--- src/rtl/sm_addsub_acc.sv ---
// sm_addsub_acc: two-stage add/sub/accumulate pipeline with valid/ready handshake.
// Macro SM_ADDSUB_SAT_EN selects a saturating accumulator; otherwise it wraps.
module sm_addsub_acc #(
  parameter int W = 8,
  parameter int ACC_W = 16,
  parameter int B_SM = 1
) (
  input  logic             Clk_in,
  input  logic             Rst_in,
  input  logic [W-1:0]     A_in,
  input  logic [W-1:0]     B_in,
  input  logic [1:0]       Op_in,
  input  logic             Valid_in,
  output logic             Ready_out,
  output logic [W:0]       Rez_out,
  output logic [ACC_W-1:0] Acc_out,
  output logic             Ovf_out,
  output logic             Valid_out,
  input  logic             Ready_in
);
  localparam logic [ACC_W-1:0] ACC_MAX = {1'b0, {(ACC_W-1){1'b1}}};
  localparam logic [ACC_W-1:0] ACC_MIN = {1'b1, {(ACC_W-1){1'b0}}};
  logic             s1_v, s2_v, s2_adv, move;
  logic [W-1:0]     s1_a, s1_b, bp;
  logic [1:0]       s1_op;
  logic [W:0]       a_x, b_x, rez_n;
  logic [ACC_W:0]   sum;
  logic [ACC_W-1:0] acc, acc_add, acc_n;
  logic             ovf_n;
  // Negative zero falls out naturally: -(0) is 0.
  always_comb bp = (B_SM != 0 && B_in[W-1]) ? -{1'b0, B_in[W-2:0]} : B_in;
  assign s2_adv = !s2_v || Ready_in;
  assign move = s1_v && s2_adv;
  assign Ready_out = !s1_v || s2_adv;
  assign Valid_out = s2_v;
  assign Acc_out = acc;
  always_comb begin
    a_x = {s1_a[W-1], s1_a};
    b_x = {s1_b[W-1], s1_b};
    sum = {acc[ACC_W-1], acc} + {{(ACC_W-W+1){s1_b[W-1]}}, s1_b};
    ovf_n = (s1_op == 2'b10) && (sum[ACC_W] != sum[ACC_W-1]);
`ifdef SM_ADDSUB_SAT_EN
    acc_add = ovf_n ? (sum[ACC_W] ? ACC_MIN : ACC_MAX) : sum[ACC_W-1:0];
`else
    acc_add = sum[ACC_W-1:0];
`endif
    acc_n = s1_op == 2'b11 ? {{(ACC_W-W){s1_a[W-1]}}, s1_a} : s1_op == 2'b10 ? acc_add : acc;
    rez_n = s1_op == 2'b00 ? a_x + b_x : s1_op == 2'b01 ? a_x - b_x : s1_op == 2'b10 ? b_x : a_x;
  end
  always_ff @(posedge Clk_in) begin
    if (Rst_in) begin
      s1_v <= 1'b0;
      s2_v <= 1'b0;
      acc <= '0;
      Rez_out <= '0;
      Ovf_out <= 1'b0;
    end else begin
      if (Ready_out) s1_v <= Valid_in;
      if (Ready_out && Valid_in) begin
        s1_a <= A_in;
        s1_b <= bp;
        s1_op <= Op_in;
      end
      if (s2_adv) s2_v <= s1_v;
      if (move) begin
        acc <= acc_n;
        Rez_out <= rez_n;
        Ovf_out <= ovf_n;
      end
    end
  end
endmodule
--- config.mk ---
export PLATFORM = sky130hd
export DESIGN_NAME = sm_addsub_acc
export DESIGN_NICKNAME = d
export VERILOG_FILES = /design/src/rtl/sm_addsub_acc.sv
export SDC_FILE = /design/constraint.sdc
export NUM_CORES = 1
export LEC_CHECK = 0
export ABC_CLOCK_PERIOD_IN_PS = 2200
export BUFFER_PORTS_ARGS = -buffer_cell sky130_fd_sc_hd__buf_4
export CAP_MARGIN = 10
export CELL_PAD_IN_SITES_DETAIL_PLACEMENT = 0
export CELL_PAD_IN_SITES_GLOBAL_PLACEMENT = 1
export CORE_MARGIN = 2
export CORE_UTILIZATION = 39
export CTS_CLUSTER_DIAMETER = 40
export DETAILED_ROUTE_END_ITERATION = 16
export PLACE_DENSITY_LB_ADDON = 0.08
export SLEW_MARGIN = 10
export SYNTH_ARGS = -nofsm -noshare
export SYNTH_HDL_FRONTEND = slang
export SYNTH_SLANG_ARGS = --single-unit
--- constraint.sdc ---
create_clock -name Clk_in -period 2.2 [get_ports Clk_in]
set_clock_uncertainty 0.1 [all_clocks]
set_input_delay 0.11 -clock Clk_in [delete_from_list [all_inputs] [get_ports Clk_in]]
set_output_delay 0.11 -clock Clk_in [all_outputs]
set_load 0.05 [all_outputs]
==> metrics <==
Synth area leader=dfxtp_1; synth top area cells=dfxtp_1, edfxtp_1, ha_1; Clock Sinks=46; clock buffer count from CTS=5; Post-Layout Cell Count=631; GR Util All Layers=21.0%; Post-Synthesis Cells=396; final setup vio count=9; Chip Height=97.4 µm; Crit path max-delay family=compound AO/OA/AOI/OAI gates; post-route ant nets=0; pwr/cell area=514 nW/µm²; Cell Area, Placed=4400 µm²; DP Cell Count=599; Tmin final=2400 ps; H-tree depth=2; GP Congestion=0.920; Worst-Margin Slew=486 ps; top cell type's share of synthesized area=16.5%; Initial DRT Pass Iterations=4; worst-path cell chain=ha_4, a211oi_2, nor2_2, o41ai_4, o21ai_2, a221o_1, xor2_1, o41ai_2; Static Leak=2.13 nW; vias in the first global route=3168; syn_area_per_cell=8.59 µm²; synthesis-to-finish area growth=45.4%; RSZ-0062 raised after global routing=true; layout cells sized above 1=35.9%; Setup Crit Path Kind=reg -> reg; Total Power=0.00254 W; most frequent cells after synthesis=nand2_1, a21oi_1, ha_1, nor2_1, dfxtp_1; wire length per cell=16.1 µm; DRT iter0 DRCs=106; final worst path period share=109%; Hold Fails Final Rpt=0; Vias/cell=5.26; fin nets=580; Seq cells post-synth=46; Core Util, Final=57.6%; diode count=0; CTS root buf=clkbuf_8; Detail Placement HPWL=7450 µm; crit path DAT=2510 ps; Worst Slack Setup Final=-204 ps; FFs w/ async S/R, synth=0%; worst vdd ir=0.259 mV; PortBufs=49; first-pass GRT wire length=16200 µm; WP buf/inv=0; CTS tree=built; clock buffer depth=2; Core Footprint=8590 µm²; CP max stage cell=edfxtp_1; Yosys cell types=63; initial antenna violation count=0; Core Rows=34; Cell Area, Synth=3400 µm²; max incr delay on CP=450 ps; sequential element share of the synthesized area=32.4%; violated checks=negative setup slack; Die X=97.4 µm; top-count cell post-synth=nand2_1; Finished Cell Area=4950 µm²; Final Slew Violations=0; Total Wirelength=10200 µm; worst rel slew slack=67.6%; post-synthesis net count=454; ys flop type=dfxtp_1; GRT overflow=0; Die ar.=9490 µm²; Worst-path clk slew=100 ps; largest net degree at the start of global routing=34; Critical Path RT=2310 ps; fmax=416 MHz; min-delay worst type=in -> reg; Setup crit end kind=flip-flop; yosys warns=0; status=finished with violations; number of synthesized flops with an enable pin=18; Final TNS setup=-1070 ps; CP Launch Type=flip-flop; I/O Pins=50; clk_lat worst skew=300 ps; critical path fanouts, max=2; Max-Cap Viols=0; Initial Utilization=39.6%; via count=3321; DR DRC count=0
==> routing by layer <==
layer  GRT usage (%)  wire length [µm]
met3            2.59               412
met5               0                 0
met2            33.8              4720
met4            4.06                69
met1            30.4              4960
==> layout by cell type (no fill, tap or decap), types with 5 or more instances in the layout <==
master and count:
buf_4 115, nand2_1 45, a21oi_1 34, nor2_1 30, ha_1 23, dfxtp_1 21
inv_1 21, edfxtp_1 18, xnor2_1 16, o21ai_0 15, dlygate4sd3_1 13, nor3_1 9
a21oi_2 9, ha_4 9, o211ai_1 7, o21ai_1 7, nand2b_1 5, xor2_1 5
a311oi_1 5, clkbuf_8 5
==> registers in the layout (all words and copies together), names as in the netlist <==
register / flops
Acc_out: 16
Ovf_out: 1
Rez_out: 9
Valid_out: 1
s1_a: 8
s1_b: 8
s1_op: 2
s1_v: 1
==> cell type report <==
type | count | area (µm²)
clock buffer | 5 | 68.8
clock inverter | 3 | 63.8
tap | 108 | 135
multi-input combinational | 311 | 2410
inverter | 25 | 93.8
sequential | 46 | 1120
fill | 787 | 3650
timing repair buffer | 133 | 1060
==> per-stage QoR <==
stage | setup WS (ps) | hold slack [ps]
after global placement | -190 | 188
final | -204 | 10.4
after floorplan | -130 | 109
after global routing | -294 | 7.43
after CTS | -204 | 4.11
after detailed placement | -269 | 190
==> kinds of logic after synthesis <==
family | Yosys count | share of synthesized area (%)
compound gates | 127 | 25.7
xor+xnor | 21 | 5.41
fa+ha+maj | 36 | 13.9
buf+inv | 39 | 4.41
flops | 46 | 32.4
mux | 5 | 1.84
simple gates | 122 | 16.4
==> power by group <==
part	internal [W]	total (W)	switching [W]
Sequential	0.000931	0.000969	0.0000378
Clock	0.000450	0.000761	0.000311
Combinational	0.000370	0.000814	0.000443
Total	0.00175	0.00254	0.000793
==> worst register-to-register path, cell delays in order, from the launching register on <==
cell	delay [ps]
edfxtp_1	450
ha_4	250
a211oi_2	240
nor2_2	100
o41ai_4	300
o21ai_2	130
a221o_1	370
xor2_1	180
o41ai_2	180
==> timing repair <==
item / CTS / global route
pin swaps: 33 / 21
endpoints found under the hold margin: 13 / 0
resized for setup: 20 / 27
buffers inserted: 3 / 9
endpoints found under the setup margin: 12 / 14
hold buffers: 13 / 0
==> final timing paths <==
path,start,to,slack [ps],depth (start not counted)
max reg2reg,s1_b[6],Ovf_out,-200,8
min reg2reg,Rez_out[1],Rez_out[1],360,2
min,Ready_in,Valid_out,10,4
max,s1_b[6],Ovf_out,-200,8
Note: power is estimated with default switching activity, not from simulation.
